===== config.mk =====
export PLATFORM = sky130hd
export DESIGN_NAME = serv_lsu_serdes
export DESIGN_NICKNAME = d
export VERILOG_FILES = /design/src/rtl/serv_lsu_serdes.sv
export SDC_FILE = /design/constraint.sdc
export NUM_CORES = 1
export LEC_CHECK = 0
export BUFFER_PORTS_ARGS = -buffer_cell sky130_fd_sc_hd__buf_2
export CELL_PAD_IN_SITES_DETAIL_PLACEMENT = 0
export CELL_PAD_IN_SITES_GLOBAL_PLACEMENT = 1
export CORE_MARGIN = 3
export CORE_UTILIZATION = 39
export DETAILED_ROUTE_END_ITERATION = 10
export PLACE_DENSITY_LB_ADDON = 0.08
export SYNTH_ARGS = -nofsm -noshare
export SYNTH_HDL_FRONTEND = slang
export SYNTH_SLANG_ARGS = --single-unit
export TNS_END_PERCENT = 1

===== constraint.sdc =====
create_clock -name i_clk -period 2.9 [get_ports i_clk]
set_input_delay 0.29 -clock i_clk [delete_from_list [all_inputs] [get_ports i_clk]]
set_output_delay 0.29 -clock i_clk [all_outputs]
set_load 0.02 [all_outputs]

===== src/rtl/serv_lsu_serdes.sv =====
// Bit-serial load/store data stage: serialises store data onto a Wishbone-classic bus and
// aligns/extends load data back out one bit per enable. Optional trap: SERV_LSU_MISALIGN_TRAP_EN.
module serv_lsu_serdes (
    input  logic        i_clk,
    input  logic        i_rst,
    input  logic        i_en,
    input  logic        i_rs2,
    input  logic [31:0] i_adr,
    input  logic [1:0]  i_lsb,
    input  logic        i_req,
    input  logic        i_we,
    input  logic [1:0]  i_size,
    input  logic        i_signed,
    output logic        o_rd,
    output logic        o_busy,
    output logic        o_done,
    output logic        o_misalign,
    output logic [31:0] o_wb_adr,
    output logic [31:0] o_wb_dat,
    output logic [3:0]  o_wb_sel,
    output logic        o_wb_we,
    output logic        o_wb_stb,
    input  logic [31:0] i_wb_rdt,
    input  logic        i_wb_ack
);
    localparam logic [1:0] IDLE = 2'd0;
    localparam logic [1:0] BUS  = 2'd1;
    localparam logic [1:0] READ = 2'd2;

    logic [1:0]  state;
    logic [31:0] dat;
    logic [4:0]  bitcnt;
    logic [1:0]  size_r;
    logic [1:0]  lsb_r;
    logic        signed_r;
    logic        sign;
    logic        misalign_q;
    logic        trap;
    logic [3:0]  sel_nxt;
    logic [5:0]  width;
    logic        below_w;

`ifdef SERV_LSU_MISALIGN_TRAP_EN
    assign trap = (i_size == 2'b01 && i_lsb[0]) || (i_size[1] && i_lsb != 2'b00);
`else
    assign trap = 1'b0;
`endif

    always_comb begin
        sel_nxt = 4'b1111;
        case (i_size)
            2'b00:   sel_nxt = 4'b0001 << i_lsb;
            2'b01:   sel_nxt = i_lsb[1] ? 4'b1100 : 4'b0011;
            default: sel_nxt = 4'b1111;
        endcase
    end

    always_comb begin
        width    = 6'd32;
        o_wb_dat = dat;
        case (size_r)
            2'b00: begin width = 6'd8;  o_wb_dat = {4{dat[7:0]}};  end
            2'b01: begin width = 6'd16; o_wb_dat = {2{dat[15:0]}}; end
            default: ;
        endcase
    end

    assign below_w    = {1'b0, bitcnt} < width;
    assign o_busy     = state != IDLE;
    assign o_misalign = misalign_q;
    // Past the loaded width the result is pure extension: sign bit or zero.
    assign o_rd = (state == READ) && i_en && (below_w ? dat[0] : (signed_r & sign));

    always_ff @(posedge i_clk or posedge i_rst) begin
        if (i_rst) begin
            state      <= IDLE;
            dat        <= 32'd0;
            bitcnt     <= 5'd0;
            size_r     <= 2'd0;
            lsb_r      <= 2'd0;
            signed_r   <= 1'b0;
            sign       <= 1'b0;
            misalign_q <= 1'b0;
            o_done     <= 1'b0;
            o_wb_adr   <= 32'd0;
            o_wb_sel   <= 4'd0;
            o_wb_we    <= 1'b0;
            o_wb_stb   <= 1'b0;
        end else begin
            o_done     <= 1'b0;
            misalign_q <= 1'b0;
            case (state)
                IDLE: begin
                    if (i_en)
                        dat <= {i_rs2, dat[31:1]};
                    if (i_req) begin
                        size_r   <= i_size;
                        lsb_r    <= i_lsb;
                        signed_r <= i_signed;
                        o_wb_we  <= i_we;
                        o_wb_adr <= {i_adr[31:2], 2'b00};
                        o_wb_sel <= sel_nxt;
                        if (trap)
                            misalign_q <= 1'b1;
                        else begin
                            o_wb_stb <= 1'b1;
                            state    <= BUS;
                        end
                    end
                end
                BUS: begin
                    if (i_wb_ack && o_wb_stb) begin
                        o_wb_stb <= 1'b0;
                        o_done   <= 1'b1;
                        if (o_wb_we)
                            state <= IDLE;
                        else begin
                            dat    <= i_wb_rdt >> {lsb_r, 3'b000};
                            bitcnt <= 5'd0;
                            state  <= READ;
                        end
                    end
                end
                READ: begin
                    if (i_en) begin
                        if (below_w)
                            dat <= {1'b0, dat[31:1]};
                        if ({1'b0, bitcnt} == width - 6'd1)
                            sign <= dat[0];
                        bitcnt <= bitcnt + 5'd1;
                        if (bitcnt == 5'd31)
                            state <= IDLE;
                    end
                end
                default: state <= IDLE;
            endcase
        end
    end
endmodule


Word-level counts from Yosys, hierarchy flattened
Index checks and enable logic that the tools add are counted.
- bits in registers: 82
- output and inout bits: 74
- $add $sub $neg: 2
- order comparisons: 1
- equality and inequality tests: 13
- shift operators: 2
- mux-type cells: 26
- bitwise operators: 1
- reductions and logical operators: 16
- operators with widths (operator ; count):
    2-to-1 mux 32 bit ; 5
    case mux 32 bit (3 select lines) ; 1
    case mux 32 bit (2 select lines) ; 1
    >> shifter 32 x 5 -> 32 bit ; 1
    2-to-1 mux 5 bit ; 3
    inequality test 2 bit, second input constant ; 6
    case mux 6 bit (2 select lines) ; 1
    2-to-1 mux 2 bit ; 5
    case mux 5 bit (2 select lines) ; 1
    case mux 4 bit (2 select lines) ; 1
    AND reduction 4 bit ; 2
    equality test 2 x 1 -> 1 bit, second input constant ; 3
    equality test 5 x 6 -> 1 bit ; 1
    zero test 2 bit ; 3
    less-than comparator 5 x 6 -> 1 bit ; 1
    case mux 2 bit (3 select lines) ; 1
    AND reduction 3 bit ; 2
    AND reduction 6 bit ; 1
    nonzero test 2 bit ; 3
    subtractor 6 x 1 -> 6 bit, second input constant ; 1
    adder 5 x 1 -> 5 bit, second input constant ; 1
    equality test 5 bit, second input constant ; 1
    2-to-1 mux 1 bit ; 5
    2-to-1 mux 4 bit ; 1
    8 further kinds ; 10

Logic depth before layout (Yosys ltp)
Gate-level depths: netlist of the first run.
- depth in word-level cells: 6
- mapped depth: 9

Least setup slack after synthesis of the first run
OpenSTA, ideal clock, no wires.
- path kind: reg-to-reg
- start point: reg size_r[1]
- end point: reg dat[22]
- library setup time: 0.125 ns
- arrival time: 2.098 ns
- data required time: 2.775 ns
- path slack: 0.677 ns
- cell stages (with the launch flop): 10
- path buffers: 3
- cell sequence: dfrtp_1 buf_2 clkbuf_1 nand2b_1 ha_1 nor2b_1 o21bai_1 o211ai_4 buf_6 mux2_2
- longest elaborated chain between the ends: 5
- elaborated cells on any way between the ends: 6
- those cells by class: 1 x order compare; 2 x eq/ne; 1 x mux; 2 x reduce/logical
- ends and longest elaborated chain (element ; line ; RTL):
    from (decl) ; 33 ; logic [1:0] size_r;
    from (signal assigned) ; 97 ; size_r <= i_size;
    equality test 2 x 1 -> 1 bit or zero test 2 bit (tied branches) ; 61 ; case (size_r)
    case mux 6 bit (2 select lines) (*) ; 61 ;
    less-than comparator 5 x 6 -> 1 bit (*) ; 68 ; assign below_w = {1'b0, bitcnt} < width;
    inequality test 2 bit (no line) (*) ; - ;
    AND reduction 6 bit (no line) (*) ; - ;
    to (signal assigned) ; 95 ; dat <= {i_rs2, dat[31:1]};
    to (signal assigned) ; 118 ; dat <= i_wb_rdt >> {lsb_r, 3'b000};
    to (signal assigned) ; 127 ; dat <= {1'b0, dat[31:1]};
    to (decl) ; 31 ; logic [31:0] dat;
Mark *: on every way between the ends. The rest lies on a longest branch, timed or not.
A chain may end at the register's enable or synchronous reset.

Worst setup path in the final report of the first run
- start point: reg size_r[0]
- end point: out o_rd
- longest elaborated chain between the ends: 5
- elaborated cells on any way between the ends: 6
- those cells by class: 1 x order compare; 1 x eq/ne; 2 x mux; 2 x reduce/logical
- ends and longest elaborated chain (element ; line ; RTL):
    equality test 2 x 1 -> 1 bit or zero test 2 bit (tied branches) ; 61 ;
    case mux 6 bit (2 select lines) (*) ; 61 ;
    less-than comparator 5 x 6 -> 1 bit (*) ; 68 ;
    2-to-1 mux 1 bit (*) ; 72 ; assign o_rd = (state == READ) && i_en && (below_w ? dat[0] : (signed_r & sign));
    logical AND 1 bit (*) ; 72 ;
    to (decl) ; 14 ; output logic o_rd,
Marks and branches as above.

==> results of run 1 <==
==> how the worst max path moves through the flow <==
stage | slack [ps] | endpoint
global placement | 650 | dat[5]
floorplan | 500 | bitcnt[0]
detailed placement | 630 | dat[19]
CTS | 480 | o_rd
finish | 510 | o_rd
global route | 350 | o_rd
==> synthesized netlist by cell type, types with 2 or more instances <==
| cell | number | share of area |
|---|---|---|
| dfrtp_1 | 82 | 0.45 |
| mux2_2 | 74 | 0.18 |
| nand2_1 | 40 | 0.033 |
| mux2i_1 | 33 | 0.073 |
| o21ai_0 | 25 | 0.028 |
| nor2_1 | 13 | 0.011 |
| buf_4 | 12 | 0.020 |
| mux2_1 | 11 | 0.027 |
| a22o_1 | 9 | 0.017 |
| buf_2 | 9 | 0.0099 |
| ha_1 | 9 | 0.025 |
| inv_1 | 9 | 0.0074 |
| a221o_1 | 8 | 0.018 |
| o221ai_1 | 8 | 0.015 |
| a21oi_1 | 6 | 0.0066 |
| clkbuf_1 | 6 | 0.0050 |
| buf_6 | 5 | 0.012 |
| nand3_1 | 4 | 0.0044 |
| nand2b_1 | 3 | 0.0041 |
| nor2_2 | 3 | 0.0041 |
| or2_2 | 2 | 0.0028 |
==> logic make-up (layout without fill, tap and decap cells) <==
family | count (synthesis) | in the layout
muxes | 118 | 118
and+or+nand+nor | 74 | 74
adders and majority gates | 9 | 9
xor gates and xnor gates | 1 | 1
buffers and inverters | 42 | 179
other | 1 | 3
DFF | 82 | 82
AOI/OAI and AO/OA | 64 | 64
==> per-stage QoR <==
step	instance area [um2]	util	setup slack [ps]
2_1_floorplan	4540	-	502
3_3_place_gp	5320	0.480	650
3_5_place_dp	5320	0.480	631
4_1_cts	5600	0.506	477
5_1_grt	5600	0.506	348
6_report	5600	0.506	512
==> registers in the layout, indices dropped and copies added, names as in the netlist <==
name / count
state: 2
signed_r: 1
o_wb_stb: 1
o_wb_we: 1
size_r: 2
o_wb_sel: 4
o_wb_adr: 30
dat: 32
o_done: 1
sign: 1
lsb_r: 2
bitcnt: 5
==> area by class of cell <==
type	instances	share of cell area
repair buffers	154	0.144
inverters	10	0.00692
well taps	140	0.0313
clock buffers	12	0.0440
clock inverters	3	0.00715
flip-flops and latches	82	0.366
multi-input cells	269	0.400
==> where the power goes <==
part           switching (uW)  leakage (uW)  internal [uW]  total, uW
clock                     443      0.000142            683       1130
combinational            2090       0.00165           1590       3680
sequential                319       0.00103           1610       1930
==> critical path, cell delays in order (launching register included) <==
cell and delay (ps):
dfrtp_1 520, nand2b_1 100, ha_1 270, nor2b_1 130
o21bai_1 290, mux2i_1 230, nor2_1 70, buf_2 160
==> layer usage <==
metal	routed length [um]	part of all wire	up-vias	global-route usage
met5	18	0.0016	-	0
met4	118	0.010	2	0.0546
met3	832	0.073	12	0.0626
met2	5140	0.45	95	0.282
met1	5220	0.46	1665	0.246
li1	-	-	1674	-
==> cell usage in the layout (no fill, tap or decap), types with 2 or more instances in the layout <==
cell / instances
clkbuf_1: 2
a22o_1: 9
o221ai_1: 8
clkbuf_16: 9
inv_1: 8
dfrtp_1: 82
mux2_1: 11
mux2_2: 74
nor2_2: 3
nand3_1: 4
buf_2: 144
a21oi_1: 6
buf_4: 9
o21ai_0: 25
clkinv_2: 3
nor2_1: 13
ha_1: 9
or2_2: 2
nand2b_1: 3
conb_1: 3
mux2i_1: 33
nand2_1: 39
a221o_1: 8
==> results.sh, run 1 <==
export IMPL_track_usage=0.183
export IMPL_worstSetupEndpointType="output port"
export IMPL_rsz0062_at_grt="false"
export IMPL_synthSimpleGateAreaFrac=0.0773
export IMPL_critPathKind="register to output port"
export IMPL_die_h_um=114
export IMPL_grt_ovfl_total=0
export IMPL_synthAdderAreaFrac=0.0248
export IMPL_finalSetupTns_ps=0
export IMPL_antenna_found_initial=1
export IMPL_cts_root_buf="clkbuf_16"
export IMPL_synth_top_family_by_area="multiplexers"
export IMPL_fin_crit_sh=0.824
export IMPL_ys_warn_count=0
export IMPL_io_buffers=144
export IMPL_outcome="finished, final reports clean"
export IMPL_final_hold_viol_count=0
export IMPL_die_area_um2=13000
export IMPL_wl_um=11300
export IMPL_die_w_um=114
export IMPL_cts_tree="built"
export IMPL_instances_no_fill=670
export IMPL_synth_ff_type="dfrtp_1"
export IMPL_fmax_mhz=419
export IMPL_grt_first_pass_wirelength_um=18600
export IMPL_first_pass_iters=4
export IMPL_crit_path_start="size_r[0]"
export IMPL_grt_max_degree=83
export IMPL_r2r_start="size_r[0]"
export IMPL_setup_viol=0
export IMPL_synth_distinct_cells=41
export IMPL_core_area_um2=11100
export IMPL_first_iter_violations=159
export IMPL_power_leakage_uw=0.00282
export IMPL_initial_core_util=0.409
export IMPL_synth_xor_area_share=0.00193
export IMPL_rrSetupSlack_ps=640
export IMPL_place_congestion=0.741
export IMPL_clk_latency_ps=340
export IMPL_htreeDepth=3
export IMPL_peakVddDrop_mv=0.581
export IMPL_register_area_um2=2050
export IMPL_clock_skew_ps=7.25
export IMPL_viasPerCell=5.15
export IMPL_vias=3448
export IMPL_detail_route_wl_per_cell_um=16.9
export IMPL_dp_hpwl_um=8020
export IMPL_synthMuxAreaShare=0.284
export IMPL_worstPathArrival_ps=2100
export IMPL_power_density_nw_per_um2=1200
export IMPL_drv_cap=0
export IMPL_start_kind="register"
export IMPL_numCtsBuffers=9
export IMPL_rr_endpoint="dat[22]"
export IMPL_clock_sinks=82
export IMPL_postSynthCellCount=391
export IMPL_worst_pin_slew_ps=935
export IMPL_synth_compound_area_frac=0.103
export IMPL_synth_area_per_cell_um2=11.6
export IMPL_drcViolationCount=0
export IMPL_ys_ff_latch=82
export IMPL_hold_class="input port to asynchronous set/reset pin"
export IMPL_cts_buffer_depth=2
export IMPL_clkTransAtPathRegs_ps=60
export IMPL_antenna_left=0
export IMPL_maxSlewViolCount=0
export IMPL_syn_to_final_growth_pct=23.5
export IMPL_cts_resized_gates=0
export IMPL_synth_async_reset_ratio=1.00
export IMPL_slew_headroom=0.375
export IMPL_synth_seq_area_share=0.453
export IMPL_synth_area_um2=4530
export IMPL_dp_cells=655
export IMPL_cts_setup_buffers=0
export IMPL_multi_input_area_um2=2240
export IMPL_num_rows=38
export IMPL_grt_pass1_vias=3564
export IMPL_fin_total_pwr_uw=6740
export IMPL_cp_required_ps=2610
export IMPL_nFillCells=1094
export IMPL_cp_max_fo=6
export IMPL_nNetsFinal=611
export IMPL_ff2ff_path_depth=7
export IMPL_synth_edf_count=0
export IMPL_io_pins=150
export IMPL_hold_worst_slack_ps=44.6
export IMPL_finalCriticalPeriod_ps=2390
export IMPL_postCtsHoldBufs=0
export IMPL_antenna_cells=0
export IMPL_drive_gt1_frac=0.483
Power figures use the tool's default switching activity.
==> run 2: changes to the inputs <==
--- a/config.mk
+++ b/config.mk
@@ -9,7 +9,7 @@
 export CELL_PAD_IN_SITES_DETAIL_PLACEMENT = 0
 export CELL_PAD_IN_SITES_GLOBAL_PLACEMENT = 1
 export CORE_MARGIN = 3
-export CORE_UTILIZATION = 39
+export CORE_UTILIZATION = 35
 export DETAILED_ROUTE_END_ITERATION = 10
 export PLACE_DENSITY_LB_ADDON = 0.08
 export SYNTH_ARGS = -nofsm -noshare
==> constraint.sdc (replaced) <==
create_clock -name i_clk -period 2.1 [get_ports i_clk]
set_input_delay 0.21 -clock i_clk [delete_from_list [all_inputs] [get_ports i_clk]]
set_output_delay 0.21 -clock i_clk [all_outputs]
set_load 0.02 [all_outputs]
==> results.sh, run 2 (synthesis results as in run 1) <==
export IMPL_cp_max_fo=8
export IMPL_instances_no_fill=711
export IMPL_drv_cap=0
export IMPL_final_common_cell="buf_2"
export IMPL_peakVddDrop_mv=0.820
export IMPL_nFillCells=1195
export IMPL_grt_ovfl_total=0
export IMPL_finalCriticalPeriod_ps=2050
export IMPL_viasPerCell=4.89
export IMPL_top_regs="dat (32), o_wb_adr (30), bitcnt (5)"
export IMPL_initial_core_util=0.368
export IMPL_grt_pass1_vias=3654
export IMPL_vias=3478
export IMPL_wl_met1_um=5390
export IMPL_hold_class="input port to register"
export IMPL_drive_gt1_frac=0.521
export IMPL_final_hold_viol_count=0
export IMPL_cpPeakStageDelay_ps=400
export IMPL_power_leakage_uw=0.00297
export IMPL_io_buffers=144
export IMPL_worstSetupEndpointType="register"
export IMPL_antenna_found_initial=0
export IMPL_die_w_um=120
export IMPL_setup_ws_ps=45.5
export IMPL_grt_max_degree=48
export IMPL_setup_viol=0
export IMPL_place_ws_ps=96.7
export IMPL_nNetsFinal=623
export IMPL_drcViolationCount=0
export IMPL_multi_input_area_um2=2380
export IMPL_final_area_um2=5970
export IMPL_placed_cell_area_um2=5460
export IMPL_io_pins=150
export IMPL_cts_buffer_depth=2
export IMPL_register_area_um2=2050
export IMPL_dp_hpwl_um=8340
export IMPL_clock_sinks=82
export IMPL_die_h_um=120
export IMPL_htreeDepth=3
export IMPL_clk_latency_ps=340
export IMPL_path_cells="nand2b_4 > ha_4 > nor2b_4 > o21bai_4 > o211ai_4 > clkbuf_16 > mux2_4"
export IMPL_antenna_left=0
export IMPL_first_iter_violations=155
export IMPL_regMostFlops="dat"
export IMPL_met2_length_um=5770
export IMPL_cts_root_buf="clkbuf_16"
export IMPL_largest_reg_flops=32
export IMPL_top_layer_used="met4"
export IMPL_num_rows=40
export IMPL_power_density_nw_per_um2=1730
export IMPL_final_cell_mix="buf_2 (143), dfrtp_1 (81), mux2_2 (64)"
export IMPL_fin_crit_sh=0.978
export IMPL_numCtsBuffers=9
export IMPL_rsz0062_at_grt="true"
export IMPL_hold_worst_slack_ps=97.6
export IMPL_die_area_um2=14400
export IMPL_antenna_cells=0
export IMPL_cp_required_ps=2330
export IMPL_place_congestion=0.752
export IMPL_clock_skew_ps=5.12
export IMPL_syn_to_final_growth_pct=31.7
export IMPL_first_pass_iters=4
export IMPL_outcome="finished, final reports clean"
export IMPL_core_area_um2=12300
export IMPL_start_kind="register"
export IMPL_detail_route_wl_per_cell_um=17.3
export IMPL_critPathKind="register to register"
export IMPL_finalSetupTns_ps=0
export IMPL_maxSlewViolCount=0
export IMPL_grt_first_pass_wirelength_um=19000
export IMPL_worstPathArrival_ps=2280
export IMPL_crit_slowest_cell="dfrtp_1"
export IMPL_wl_um=12300
export IMPL_wl_met3_um=1030
export IMPL_dp_cells=691
export IMPL_cts_tree="built"
export IMPL_clkTransAtPathRegs_ps=60
export IMPL_fmax_mhz=487
export IMPL_track_usage=0.168
run 2: cell types whose count changed in the layout (fill, tap and decap cells not counted), moves of 4 or more:
cell	change
mux2_2	-10
mux2_1	-6
ha_1	-4
mux2_4	+16
buf_4	+4
buf_12	+4
run 2: power breakdown:
group | internal (uW) | switching [uW]
combinational | 2830 | 3220
sequential | 2230 | 451
clock | 960 | 656
total | 6020 | 4330
run 2: what timing repair did:
item                                    in CTS  in global routing
hold buffers                                 1                  0
endpoints found under the setup margin       1                 33
pin swaps                                    3                  2
resized for setup                           10                 20
endpoints found under the hold margin       17                  0
cloned                                       0                  4
setup buffers                                1                  0
run 2: final timing paths:
check                            start      endpoint  slack, ps  cells after the start
max                          size_r[1]       dat[30]         50                      7
min                          i_adr[10]  o_wb_adr[10]        100                      2
max reg2reg                  size_r[1]       dat[30]         50                      7
min reg2reg                o_wb_sel[2]   o_wb_sel[2]        480                      2
max in group asynchronous        i_rst     size_r[0]       1110                      4
min in group asynchronous        i_rst  o_wb_adr[20]        410                      3
run 2: through the flow:
stage               utilization  power [uW]
global route              0.485       11100
CTS                       0.473        9910
detailed placement        0.444        8150
global placement          0.444        8070
finish                    0.485       10300
floorplan                     -        6540
run 2: metal layers:
layer / up-vias / track usage
li1: 1689 / -
met1: 1666 / 0.213
met2: 117 / 0.273
met3: 6 / 0.0669
met4: 0 / 0.0301
met5: - / 0
run 2: layout make-up:
class / count / area share
well taps: 168 / 0.0352
clock inverters: 5 / 0.0103
flip-flops and latches: 82 / 0.344
inverters: 10 / 0.00692
repair buffers: 165 / 0.165
multi-input cells: 270 / 0.398
clock buffers: 11 / 0.0407
run 2: worst max-delay path, delay by kind of cell, from the launching register on:
kind | cells | cell delay [ps]
compound gates | 2 | 410
fa+ha+maj | 1 | 260
buf+inv | 1 | 250
flops | 1 | 400
mux | 1 | 300
simple gates | 2 | 310
==> run 3: changes to the inputs <==
--- a/config.mk
+++ b/config.mk
@@ -9,7 +9,7 @@
 export CELL_PAD_IN_SITES_DETAIL_PLACEMENT = 0
 export CELL_PAD_IN_SITES_GLOBAL_PLACEMENT = 1
 export CORE_MARGIN = 3
-export CORE_UTILIZATION = 35
+export CORE_UTILIZATION = 42
 export DETAILED_ROUTE_END_ITERATION = 10
 export PLACE_DENSITY_LB_ADDON = 0.08
 export SYNTH_ARGS = -nofsm -noshare
==> constraint.sdc (replaced) <==
create_clock -name i_clk -period 2.4 [get_ports i_clk]
set_input_delay 0.24 -clock i_clk [delete_from_list [all_inputs] [get_ports i_clk]]
set_output_delay 0.24 -clock i_clk [all_outputs]
set_load 0.02 [all_outputs]
==> results.sh, run 3 (synthesis results as in run 1) <==
export IMPL_die_w_um=110
export IMPL_numCtsBuffers=9
export IMPL_fmax_mhz=463
export IMPL_power_density_nw_per_um2=1430
export IMPL_grt_max_degree=45
export IMPL_final_hold_viol_count=0
export IMPL_clock_sinks=82
export IMPL_outcome="finished, final reports clean"
export IMPL_num_rows=37
export IMPL_r2r_start="state[0]"
export IMPL_track_usage=0.190
export IMPL_finalSetupTns_ps=0
export IMPL_dp_hpwl_um=8070
export IMPL_crit_path_start="size_r[1]"
export IMPL_start_kind="register"
export IMPL_cp_required_ps=2160
export IMPL_antenna_cells=0
export IMPL_vias=3480
export IMPL_slew_headroom=0.585
export IMPL_first_pass_iters=4
export IMPL_final_common_cell="buf_2"
export IMPL_regMostFlops="dat"
export IMPL_syn_to_final_growth_pct=24.0
export IMPL_hold_class="input port to register"
export IMPL_worst_pin_slew_ps=622
export IMPL_cts_root_buf="clkbuf_8"
export IMPL_critPathKind="register to output port"
export IMPL_clk_latency_ps=360
export IMPL_worstPathArrival_ps=1920
export IMPL_cp_max_fo=3
export IMPL_die_h_um=110
export IMPL_clock_skew_ps=7.33
export IMPL_grt_ovfl_total=0
export IMPL_place_congestion=0.739
export IMPL_viasPerCell=5.18
export IMPL_finalCriticalPeriod_ps=2160
export IMPL_grt_pass1_vias=3561
export IMPL_die_area_um2=12100
export IMPL_nFillCells=989
export IMPL_cts_tree="built"
export IMPL_nNetsFinal=616
export IMPL_peakVddDrop_mv=0.743
export IMPL_io_pins=150
export IMPL_final_cell_mix="buf_2 (144), dfrtp_1 (82), mux2_2 (74)"
export IMPL_htreeDepth=3
export IMPL_wl_um=11000
export IMPL_io_buffers=144
export IMPL_drv_cap=0
export IMPL_clkTransAtPathRegs_ps=80
export IMPL_antenna_found_initial=0
export IMPL_initial_core_util=0.435
export IMPL_drive_gt1_frac=0.493
export IMPL_rsz0062_at_grt="false"
export IMPL_antenna_left=0
export IMPL_setup_viol=0
export IMPL_first_iter_violations=160
export IMPL_fin_crit_sh=0.900
export IMPL_detail_route_wl_per_cell_um=16.3
export IMPL_top_regs="dat (32), o_wb_adr (30), bitcnt (5)"
export IMPL_dp_cells=655
export IMPL_drcViolationCount=0
export IMPL_hold_start="i_adr[5]"
export IMPL_grt_first_pass_wirelength_um=17600
export IMPL_cts_buffer_depth=2
export IMPL_largest_reg_flops=32
export IMPL_worstSetupEndpointType="output port"
export IMPL_instances_no_fill=672
export IMPL_maxSlewViolCount=0
export IMPL_core_area_um2=10400
export IMPL_power_leakage_uw=0.00282
-- run 3: changes by cell type in the layout (fill, tap and decap cells not counted), sizes merged --
cell | before | now
clkinvlp | 1 | 3
nand2b | 5 | 4
inv | 10 | 9
bufinv | 1 | 3
clkinv | 3 | 2
clkbuf | 13 | 9
buf | 162 | 158
-- run 3: worst max-delay path, stage by stage, from the launching register on --
cell and delay [ps]:
dfrtp_1 400, nand2b_1 150, ha_1 260, nor2b_1 140
o21bai_2 200, mux2i_1 220, nor2_1 60, buf_2 160
-- run 3: area by class of cell --
class	count	area, um2	area share
clock buffer	9	124	0.0220
clock inverter	7	118	0.0209
inverter	10	38.8	0.00690
multi-input combinational	269	2240	0.399
sequential	82	2050	0.365
tap	136	170	0.0303
timing repair buffer	159	873	0.155
-- run 3: path summary, 6_finish.rpt --
path,to,slack [ps],cells after the start
max,o_rd,240,7
max in group asynchronous,o_wb_adr[10],1210,4
min reg2reg,o_wb_sel[1],490,2
min,o_wb_adr[5],100,2
max reg2reg,dat[8],310,7
min in group asynchronous,dat[12],480,3
-- run 3: routing by layer --
layer	track usage	up-vias	wire length, um
li1	-	1672	-
met1	0.242	1680	4730
met2	0.301	113	5120
met3	0.0605	15	922
met4	0.0757	0	200
met5	0	-	0
-- run 3: where the power goes --
| part | leakage (uW) | total [uW] | internal (uW) | switching, uW |
|---|---|---|---|---|
| Sequential | 0.00103 | 2310 | 1940 | 370 |
| Clock | 0.000111 | 1200 | 688 | 515 |
| Combinational | 0.00168 | 4530 | 2000 | 2530 |
| Total | 0.00282 | 8050 | 4640 | 3410 |
-- run 3: what timing repair did --
action                                 4_1_cts  5_1_grt
setup buffers                                0        0
endpoints found under the hold margin       31        0
hold buffers                                 1        0
gates resized for setup                      0        1
setup endpoints to repair                    0        1
-- run 3: metrics by stage --
stage	cell area (um2)	setup slack (ps)	power, uW	util	hold slack (ps)
floorplan	4540	51.6	5720	-	370
global placement	5370	367	6860	0.515	342
detailed placement	5370	314	6920	0.515	339
CTS	5620	79.5	8160	0.539	85.8
global route	5620	84.4	8650	0.540	90.1
finish	5620	240	8050	0.540	105
